--- config.mk ---
export PLATFORM = sky130hd
export DESIGN_NAME = bin2bcd_seq_flat
export DESIGN_NICKNAME = d
export VERILOG_FILES = /design/src/rtl/bin2bcd_seq_if.sv /design/src/rtl/bin2bcd_seq.sv /design/src/flat_wrapper.sv
export SDC_FILE = /design/constraint.sdc
export NUM_CORES = 1
export LEC_CHECK = 0
export BUFFER_PORTS_ARGS = -buffer_cell sky130_fd_sc_hd__buf_2
export CAP_MARGIN = 30
export CORE_AREA = 2 2 75 77
export CTS_BUF_LIST = sky130_fd_sc_hd__clkbuf_16
export DETAILED_ROUTE_END_ITERATION = 7
export DIE_AREA = 0 0 77 79
export PLACE_DENSITY = 0.74
export SETUP_SLACK_MARGIN = 0.2
export SLEW_MARGIN = 20
export SYNTH_ARGS = -nofsm -noshare
export SYNTH_HDL_FRONTEND = slang
export SYNTH_SLANG_ARGS = --single-unit
--- constraint.sdc ---
create_clock -name clk -period 1.5 [get_ports clk]
set_clock_uncertainty 0.15 [all_clocks]
set_input_delay 0.375 -clock clk [delete_from_list [all_inputs] [get_ports clk]]
set_output_delay 0.375 -clock clk [all_outputs]
set_load 0.02 [all_outputs]
--- src/rtl/bin2bcd_seq_if.sv ---
`default_nettype none
// ============================================================================
// Module   : bin2bcd_seq_if
// Purpose  : Start/result bundle between a requester and bin2bcd_seq.
// Revision : 1.0
// ============================================================================
interface bin2bcd_seq_if #(
  parameter int IN_W = 14
) ();
  logic [IN_W-1:0] bin;
  logic            start;
  logic            busy;
  logic            done;
  logic            ovf;
  logic [15:0]     registrador;

  modport master (
    output bin,
    output start,
    input  busy,
    input  done,
    input  ovf,
    input  registrador
  );

  modport slave (
    input  bin,
    input  start,
    output busy,
    output done,
    output ovf,
    output registrador
  );
endinterface
`default_nettype wire

--- src/rtl/bin2bcd_seq.sv ---
`default_nettype none
// ============================================================================
// Module   : bin2bcd_seq
// Purpose  : Sequential double-dabble binary to 4-digit packed BCD converter.
//            BIN2BCD_LEADING_ZERO_BLANK_EN blanks leading zero digits to 4'hF.
// Revision : 1.0
// ============================================================================
module bin2bcd_seq #(
  parameter int IN_W    = 14,
  parameter int MAX_VAL = 9999
) (
  input  wire logic     clk,
  input  wire logic     rst_n,
  bin2bcd_seq_if.slave  bus
);

  localparam int          c_CNT_W   = $clog2(IN_W + 1);
  localparam logic [31:0] c_MAX_VAL = 32'(MAX_VAL);

`ifdef BIN2BCD_LEADING_ZERO_BLANK_EN
  localparam logic [15:0] c_REG_RST = 16'hFFF0;
`else
  localparam logic [15:0] c_REG_RST = 16'h0000;
`endif

  typedef enum logic [1:0] {
    ST_IDLE   = 2'd0,
    ST_SHIFT  = 2'd1,
    ST_FINISH = 2'd2
  } state_t;

  state_t              r_state,    w_state_nxt;
  logic [IN_W-1:0]     r_shift,    w_shift_nxt;
  logic [15:0]         r_scratch,  w_scratch_nxt;
  logic [c_CNT_W-1:0]  r_cnt,      w_cnt_nxt;
  logic                r_ovf_mark, w_ovf_mark_nxt;
  logic                r_done,     w_done_nxt;
  logic                r_ovf,      w_ovf_nxt;
  logic [15:0]         r_reg,      w_reg_nxt;

  logic [15:0]         w_adj;
  logic [15:0]         w_norm;
  logic                w_bin_ovf;

  // Per-nibble add-3 correction; no carry crosses a nibble boundary.
  for (genvar k = 0; k < 4; k++) begin : g_adj
    assign w_adj[4*k +: 4] = (r_scratch[4*k +: 4] >= 4'd5) ?
                             (r_scratch[4*k +: 4] + 4'd3) :
                             r_scratch[4*k +: 4];
  end

  assign w_bin_ovf = ({{(32-IN_W){1'b0}}, bus.bin} > c_MAX_VAL);

`ifdef BIN2BCD_LEADING_ZERO_BLANK_EN
  function automatic logic [15:0] f_blank(input logic [15:0] v);
    logic [15:0] t;
    t = v;
    if (t[15:12] == 4'd0) begin
      t[15:12] = 4'hF;
      if (t[11:8] == 4'd0) begin
        t[11:8] = 4'hF;
        if (t[7:4] == 4'd0) begin
          t[7:4] = 4'hF;
        end
      end
    end
    return t;
  endfunction

  assign w_norm = f_blank(r_scratch);
`else
  assign w_norm = r_scratch;
`endif

  always_comb begin
    w_state_nxt    = r_state;
    w_shift_nxt    = r_shift;
    w_scratch_nxt  = r_scratch;
    w_cnt_nxt      = r_cnt;
    w_ovf_mark_nxt = r_ovf_mark;
    w_done_nxt     = 1'b0;
    w_ovf_nxt      = r_ovf;
    w_reg_nxt      = r_reg;

    case (r_state)
      ST_IDLE: begin
        if (bus.start) begin
          w_shift_nxt    = bus.bin;
          w_scratch_nxt  = 16'h0000;
          w_cnt_nxt      = c_CNT_W'(IN_W);
          w_ovf_mark_nxt = w_bin_ovf;
          w_state_nxt    = w_bin_ovf ? ST_FINISH : ST_SHIFT;
        end
      end

      ST_SHIFT: begin
        // Bit 15 of the adjusted scratch falls off; inputs <= MAX_VAL never reach it.
        w_scratch_nxt = {w_adj[14:0], r_shift[IN_W-1]};
        w_shift_nxt   = {r_shift[IN_W-2:0], 1'b0};
        w_cnt_nxt     = r_cnt - c_CNT_W'(1);
        if (r_cnt == c_CNT_W'(1)) begin
          w_state_nxt = ST_FINISH;
        end
      end

      ST_FINISH: begin
        w_reg_nxt   = r_ovf_mark ? 16'hFFFF : w_norm;
        w_ovf_nxt   = r_ovf_mark;
        w_done_nxt  = 1'b1;
        w_state_nxt = ST_IDLE;
      end

      default: begin
        w_state_nxt = ST_IDLE;
      end
    endcase
  end

  always_ff @(posedge clk) begin
    if (!rst_n) begin
      r_state    <= ST_IDLE;
      r_shift    <= '0;
      r_scratch  <= 16'h0000;
      r_cnt      <= '0;
      r_ovf_mark <= 1'b0;
      r_done     <= 1'b0;
      r_ovf      <= 1'b0;
      r_reg      <= c_REG_RST;
    end else begin
      r_state    <= w_state_nxt;
      r_shift    <= w_shift_nxt;
      r_scratch  <= w_scratch_nxt;
      r_cnt      <= w_cnt_nxt;
      r_ovf_mark <= w_ovf_mark_nxt;
      r_done     <= w_done_nxt;
      r_ovf      <= w_ovf_nxt;
      r_reg      <= w_reg_nxt;
    end
  end

  assign bus.busy        = (r_state != ST_IDLE);
  assign bus.done        = r_done;
  assign bus.ovf         = r_ovf;
  assign bus.registrador = r_reg;

endmodule
`default_nettype wire

--- src/flat_wrapper.sv ---
// flat-port wrapper written by rule: the top's interface ports become plain ports
module bin2bcd_seq_flat 
#(
  parameter int IN_W    = 14,
  parameter int MAX_VAL = 9999
)
  (clk, rst_n, bus_bin, bus_start, bus_busy, bus_done, bus_ovf, bus_registrador);
  bin2bcd_seq_if #(.IN_W(IN_W)) bus_i ();
  input  wire logic clk;
  input  wire logic rst_n;
  input wire logic [$bits(bus_i.bin)-1:0] bus_bin;
  input wire logic [$bits(bus_i.start)-1:0] bus_start;
  output wire logic [$bits(bus_i.busy)-1:0] bus_busy;
  output wire logic [$bits(bus_i.done)-1:0] bus_done;
  output wire logic [$bits(bus_i.ovf)-1:0] bus_ovf;
  output wire logic [$bits(bus_i.registrador)-1:0] bus_registrador;
  assign bus_i.bin = bus_bin;
  assign bus_i.start = bus_start;
  assign bus_busy = bus_i.busy;
  assign bus_done = bus_i.done;
  assign bus_ovf = bus_i.ovf;
  assign bus_registrador = bus_i.registrador;
  bin2bcd_seq #(.IN_W(IN_W), .MAX_VAL(MAX_VAL)) u_core (.clk(clk), .rst_n(rst_n), .bus(bus_i));
endmodule
== Word-level counts from Yosys, hierarchy flattened ==
Index checks and enable logic that the tools add are counted.

* Output and inout port bits: 19
* Register bits after elaboration: 55
* Input bits: 17
* Word-level logic and storage cells: 45

* $add $sub $neg: 5
* Reduce and logical (&&, ||, !) cells: 6
* Magnitude comparators: 5
* Equality and inequality tests: 5
* Multiplexer cells: 16

{| class="wikitable"
|+ Operators by type and width
! cell !! count
|-
| 16-bit 2-to-1 mux || 2
|-
| 16-bit one-hot mux with 2 select lines || 1
|-
| 14-bit one-hot mux with 2 select lines || 1
|-
| 4-bit by 3-bit greater-or-equal comparator with 1-bit output (second input constant) || 4
|-
| 4-bit 2-to-1 mux || 4
|-
| 14-bit > comparator (second input constant) || 1
|-
| 14-bit 2-to-1 mux || 1
|-
| 4-bit by 2-bit adder with 4-bit output (second input constant) || 3
|-
| 4-bit one-hot mux with 2 select lines || 1
|-
| 2-bit 2-to-1 mux || 3
|-
| 2-bit AND reduction || 3
|-
| 4-bit by 1-bit equality test with 1-bit output (second input constant) || 1
|-
| 2-bit one-hot mux with 2 select lines || 1
|-
| 2-bit nonzero test || 2
|-
| 4-bit by 1-bit subtractor with 4-bit output (second input constant) || 1
|-
| 3-bit by 2-bit adder with 3-bit output (second input constant) || 1
|-
| 3-bit 2-to-1 mux || 1
|-
| 2-bit by 1-bit equality test with 1-bit output (second input constant) || 1
|-
| 2-bit equality test (second input constant) || 1
|-
| 2-bit zero test || 1
|-
| 2-bit by 1-bit inequality test with 1-bit output (second input constant) || 1
|-
| 2-bit inequality test (second input constant) || 1
|-
| 1-bit 2-to-1 mux || 1
|}

== Logic depth before layout (Yosys ltp) ==
* Depth in word-level cells: 4
* Mapped depth: 7
* Depth with buffers taken out: 6

== Worst setup path after synthesis ==
OpenSTA, ideal clock, no wires.

* Path kind: register -> register
* Start point: register u_core.r_scratch[9]
* End point: register u_core.r_scratch[10]
* Path slack: -124 ps
* Buffers on the path: 0
* Clock period less this slack: 1624 ps
* Stages on the path, launching flop included: 7
* Arrival: 1400 ps
* Cell sequence: dfxtp_1 inv_1 ha_1 nand2b_1 a21oi_1 mux2_2 o21ai_0

* Cells in the longest elaborated chain, start to end: 3
* Elaborated cells on any way between the ends: 4

{| class="wikitable"
|+ RTL lines
! what !! line !! RTL
|-
| start, declared || bin2bcd_seq.sv:34 || <nowiki>logic [15:0] r_scratch, w_scratch_nxt;</nowiki>
|-
| start signal, assigned || bin2bcd_seq.sv:132 || <nowiki>r_scratch <= w_scratch_nxt;</nowiki>
|-
| 4-bit by 2-bit adder with 4-bit output or 4-bit by 3-bit greater-or-equal comparator with 1-bit output (tied branches) || bin2bcd_seq.sv:48, bin2bcd_seq.sv:47 ||
|-
| 4-bit 2-to-1 mux (*) || bin2bcd_seq.sv:47 || <nowiki>assign w_adj[4*k +: 4] = (r_scratch[4*k +: 4] >= 4'd5) ?</nowiki>
|-
| 16-bit one-hot mux with 2 select lines (*) || bin2bcd_seq.sv:85 || <nowiki>case (r_state)</nowiki>
|}

Every way passes the cells marked *; elsewhere a longest branch is shown, timed or not.
A chain may end at the register's enable or synchronous reset.

== Worst setup path in the final report ==
* Start point: register u_core.r_state[0]
* End point: register u_core.r_scratch[10]

* Cells in the longest elaborated chain, start to end: 3
* Elaborated cells on any way between the ends: 6

{| class="wikitable"
|+ RTL lines
! what !! line !! RTL
|-
| start, declared || bin2bcd_seq.sv:32 || <nowiki>state_t r_state, w_state_nxt;</nowiki>
|-
| start signal, assigned || bin2bcd_seq.sv:130 || <nowiki>r_state <= w_state_nxt;</nowiki>
|-
| 2-bit by 1-bit equality test with 1-bit output or 2-bit zero test (tied branches) || bin2bcd_seq.sv:85 ||
|-
| 2-bit nonzero test (no source line) or 2-bit inequality test (tied branches) || - ||
|-
| 2-bit AND reduction (no source line) || - ||
|}

Parallel ways exist; a longest one is shown, timed or not.

==> flow_results.xml <==
<?xml version="1.0" encoding="UTF-8"?>
<metrics>
  <group name="sta">
    <metric name="timing.setup.tns" unit="ns">-2.55</metric>
    <metric name="finalMaxSlewViolations" unit="">0</metric>
    <metric name="timing.final.setup_violations" unit="">41</metric>
    <metric name="max_clock_freq" unit="MHz">598</metric>
    <metric name="whs" unit="ns">0.212</metric>
    <metric name="hold_viol_final" unit="">0</metric>
    <metric name="rsz0062_at_grt" unit="">true</metric>
    <metric name="final_period_minus_worst_setup_slack" unit="ns">1.67</metric>
    <metric name="worst-slew-pin-transition" unit="ns">0.682</metric>
    <metric name="layout_setup_ws" unit="ns">-0.172</metric>
    <metric name="relSlewSlack" unit="%">54.5</metric>
    <metric name="timing.final.crit_share" unit="%">111</metric>
  </group>
  <group name="power">
    <metric name="leak_pwr" unit="nW">1.98</metric>
    <metric name="power.ir.vdd_worst" unit="mV">0.745</metric>
    <metric name="swShare" unit="%">28.5</metric>
    <metric name="power_report.internal_total" unit="mW">2.70</metric>
    <metric name="share_of_total_power_in_sequential_cells" unit="%">44.0</metric>
    <metric name="switchingPower" unit="mW">1.08</metric>
    <metric name="power.share.combinational" unit="%">25.5</metric>
    <metric name="clock_group_share_of_total_power" unit="%">30.5</metric>
    <metric name="p_per_area" unit="mW/mm^2">929</metric>
  </group>
  <group name="clock_tree">
    <metric name="clock_sink_count" unit="">55</metric>
    <metric name="clock_pin_slew_on_the_worst_setup_and_hold_paths" unit="ns">0.07</metric>
    <metric name="cts_buffer_depth" unit="">2</metric>
    <metric name="clock_tree_from_tritoncts" unit="">built</metric>
    <metric name="clock_tree.root_cell" unit="">clkbuf_16</metric>
    <metric name="cts_max_level" unit="">2</metric>
    <metric name="cts_buffers" unit="">5</metric>
    <metric name="holdBufCountCts" unit="">0</metric>
    <metric name="clock_insertion_delay_at_the_later_pin_of_the_skew_report" unit="ns">0.30</metric>
  </group>
  <group name="layout">
    <metric name="ff_latch_area" unit="mm^2">0.00114</metric>
    <metric name="area_occupied_by_multi_input_gates" unit="mm^2">0.00172</metric>
    <metric name="flow.area_growth_from_synthesis" unit="%">55.2</metric>
    <metric name="antennaDiodeCount" unit="">0</metric>
    <metric name="fraction_of_layout_cells_with_a_size_suffix_above_1" unit="%">50.9</metric>
    <metric name="number_of_standard_cells_in_the_final_layout_excluding_fillers" unit="">447</metric>
    <metric name="layout.nets" unit="">401</metric>
    <metric name="final_core_utilization" unit="%">76.3</metric>
    <metric name="fillers" unit="">330</metric>
  </group>
  <group name="setup_path">
    <metric name="crit_required" unit="ns">1.58</metric>
    <metric name="critical_path_class" unit="">reg -&gt; reg</metric>
    <metric name="reg2reg_to" unit="">u_core.r_scratch[10]</metric>
    <metric name="critical_path_end_type" unit="">flip-flop</metric>
    <metric name="worst_setup_path_startpoint" unit="">u_core.r_state[0]</metric>
    <metric name="path_max_fanout" unit="">8</metric>
    <metric name="ff2ff_path_depth" unit="">8</metric>
    <metric name="worstReg2RegStart" unit="">u_core.r_state[0]</metric>
    <metric name="setup.reg_to_reg.worst_slack" unit="ns">-0.17</metric>
    <metric name="worst_setup_path_start_kind" unit="">flip-flop</metric>
    <metric name="worst_ep_arrival_time" unit="ns">1.75</metric>
  </group>
  <group name="floorplanning">
    <metric name="die-area" unit="mm^2">0.00608</metric>
    <metric name="start_util" unit="%">49.1</metric>
    <metric name="chipWidth" unit="um">77</metric>
    <metric name="core" unit="mm^2">0.00534</metric>
    <metric name="ioPinCount" unit="">36</metric>
    <metric name="placement_rows" unit="">27</metric>
    <metric name="chipHeight" unit="um">79</metric>
  </group>
  <group name="min_path">
    <metric name="whs_path_depth" unit="">3</metric>
    <metric name="hold_path_startpoint" unit="">bus_bin[0]</metric>
    <metric name="min-delay-path-class" unit="">in -&gt; reg</metric>
    <metric name="hold_end" unit="">u_core.r_shift[0]</metric>
  </group>
  <group name="placement">
    <metric name="globalplace.congestion" unit="">0.775</metric>
    <metric name="place.port_buffers" unit="">35</metric>
    <metric name="hpwl" unit="um">3740</metric>
    <metric name="dp.cells" unit="">402</metric>
  </group>
  <group name="synth">
    <metric name="ys_warn_count" unit="">0</metric>
    <metric name="synth_edf_count" unit="">0</metric>
    <metric name="synth.avg_cell_area" unit="um^2">8.89</metric>
    <metric name="synthCells" unit="">295</metric>
    <metric name="synth.yosys.seq_area_share" unit="%">42.0</metric>
    <metric name="syn_area" unit="mm^2">0.00262</metric>
    <metric name="yosysUniqueCellTypes" unit="">40</metric>
    <metric name="asyncSetResetFlopFracSynth" unit="%">0</metric>
    <metric name="synth_flop_cell" unit="">dfxtp_1</metric>
    <metric name="mappedNetlistNets" unit="">322</metric>
    <metric name="synth-seq-cells" unit="">55</metric>
  </group>
  <group name="grt">
    <metric name="globalRoute.totalOverflow" unit="">0</metric>
    <metric name="vias_in_the_first_global_route" unit="">2535</metric>
    <metric name="grt_start_max_net_pins" unit="">25</metric>
    <metric name="grt_antenna_before_repair" unit="">0</metric>
    <metric name="grt.total_usage" unit="%">25.8</metric>
    <metric name="first_pass_grt_wire_length" unit="um">12400</metric>
  </group>
  <group name="drt">
    <metric name="ant_nets" unit="">0</metric>
    <metric name="num_vias" unit="">2554</metric>
    <metric name="route.detailed.wl_per_inst" unit="um">18.5</metric>
    <metric name="vias_per_cell" unit="">5.71</metric>
    <metric name="totalWireLength" unit="um">8260</metric>
    <metric name="drtIter0Drc" unit="">137</metric>
    <metric name="route.detailed.drc" unit="">0</metric>
    <metric name="detail_route.first_pass.iterations" unit="">5</metric>
  </group>
  <group name="outcome">
    <metric name="run_status" unit="">complete, but fails checks</metric>
    <metric name="failed_checks" unit="">negative setup slack</metric>
  </group>
  <group name="flow_run">
    <metric name="max_cap_viol_count" unit="">0</metric>
  </group>
</metrics>
-- cell type report --
class,instances,share of cell area [%]
clock buffers,5,3.07
clock inverters,3,0.400
inverters,11,1.26
multi-input cells,210,42.2
flip-flops and latches,55,28.0
well taps,72,2.21
repair buffers,91,22.9
-- critical path, stage by stage (launching register included) --
cell and delay (ns):
dfxtp_2 0.33, buf_6 0.11, buf_4 0.12, buf_6 0.12, o21bai_4 0.20, and2_4 0.21, buf_12 0.14, nand2_1 0.10
o21ai_2 0.10
-- synth_stat cells (4+ instances only) --
cell type	count	share of area [%]
o211a_1	30	11
ha_1	10	4.8
inv_1	11	1.6
buf_2	7	1.3
xnor2_1	5	1.7
nor2b_1	5	1.2
nand2b_1	5	1.2
o21ai_0	17	3.2
dfxtp_1	55	42
nand3_1	18	3.4
nor2_1	17	2.4
mux2_2	4	1.7
and2_1	4	0.95
nand2_1	57	8.2
a21oi_1	4	0.76
buf_6	4	1.7
buf_4	4	1.1
clkbuf_1	5	0.72
-- state kept, by name, summed over array words and instances, names as in the netlist --
signal and flops:
u_core.bus.registrador 16, u_core.r_ovf_mark 1, u_core.r_scratch 16, u_core.bus.done 1, u_core.r_shift 14, u_core.bus.ovf 1, u_core.r_state 2, u_core.r_cnt 4
-- through the flow --
step,total power [mW],area (um^2),setup slack [ns]
finish,3.78,4070,-0.172
global route,3.92,4070,-0.183
CTS,3.65,3840,-0.128
detailed placement,2.28,3100,-0.0311
global placement,2.27,3100,0.0149
floorplan,2.09,2770,0.0613
-- cells in the final DEF (no fill, tap or decap), types with 3 or more instances in the layout --
| cell | Yosys | layout |
|---|---|---|
| o21ai_1 | 0 | 7 |
| buf_6 | 4 | 31 |
| nand3_1 | 18 | 16 |
| inv_4 | 0 | 4 |
| buf_12 | 0 | 5 |
| nor2_1 | 17 | 17 |
| dfxtp_1 | 55 | 28 |
| ha_4 | 0 | 8 |
| o21ai_2 | 0 | 6 |
| inv_2 | 0 | 4 |
| o211a_1 | 30 | 30 |
| o21ai_0 | 17 | 4 |
| buf_4 | 4 | 32 |
| buf_2 | 7 | 17 |
| nand2b_4 | 0 | 5 |
| a21boi_1 | 1 | 3 |
| xnor2_1 | 5 | 5 |
| buf_16 | 0 | 4 |
| nor2b_1 | 5 | 4 |
| clkbuf_16 | 0 | 5 |
| mux2_4 | 0 | 4 |
| a21oi_4 | 0 | 4 |
| and2_1 | 4 | 3 |
| dfxtp_2 | 0 | 25 |
| xor2_1 | 3 | 3 |
| nand2_2 | 1 | 7 |
| nand2_4 | 1 | 5 |
| nand2_1 | 57 | 47 |
| inv_1 | 11 | 4 |
-- power by group through the flow --
stage          Sequential (mW)  Clock [mW]  Combinational, mW
6_report                  1.66        1.16              0.963
5_1_grt                   1.68        1.22               1.03
4_1_cts                   1.65        1.15              0.852
3_5_place_dp              1.67           0              0.610
3_3_place_gp              1.67           0              0.606
2_1_floorplan             1.69           0              0.402
-- how the worst max path moves through the flow --
| stage | slack, ns | depth (start not counted) | to |
|---|---|---|---|
| 3_3_place_gp | 0.01 | 4 | u_core.r_state[1] |
| 5_1_grt | -0.18 | 8 | u_core.r_scratch[10] |
| 4_1_cts | -0.13 | 3 | bus_busy |
| 2_1_floorplan | 0.06 | 6 | u_core.r_scratch[10] |
| 3_5_place_dp | -0.03 | 6 | u_core.r_scratch[2] |
| 6_report | -0.17 | 8 | u_core.r_scratch[10] |
-- routing by layer --
layer,up-vias,part of all wire (%),global-route usage [%]
met4,0,4.9,12.5
met3,36,4.7,4.55
met1,1237,41,29.5
met2,97,49,46.6
met5,-,0,0
li1,1184,-,-
-- kinds of logic after synthesis --
group,share of synthesized area [%]
flip-flops,42.0
XOR/XNOR,2.67
AO/OA/AOI/OAI,21.5
buffers and inverters,6.49
multiplexers,2.10
adder cells (fa/ha/maj),4.77
AND/OR/NAND/NOR,20.5
-- timing repair --
action                     4_1_cts  5_1_grt
setup buffers                   22        8
pin swaps                       13       19
cloned                           7        0
setup endpoints to repair       60       73
resized for setup               90       53
Power figures use the tool's default switching activity.
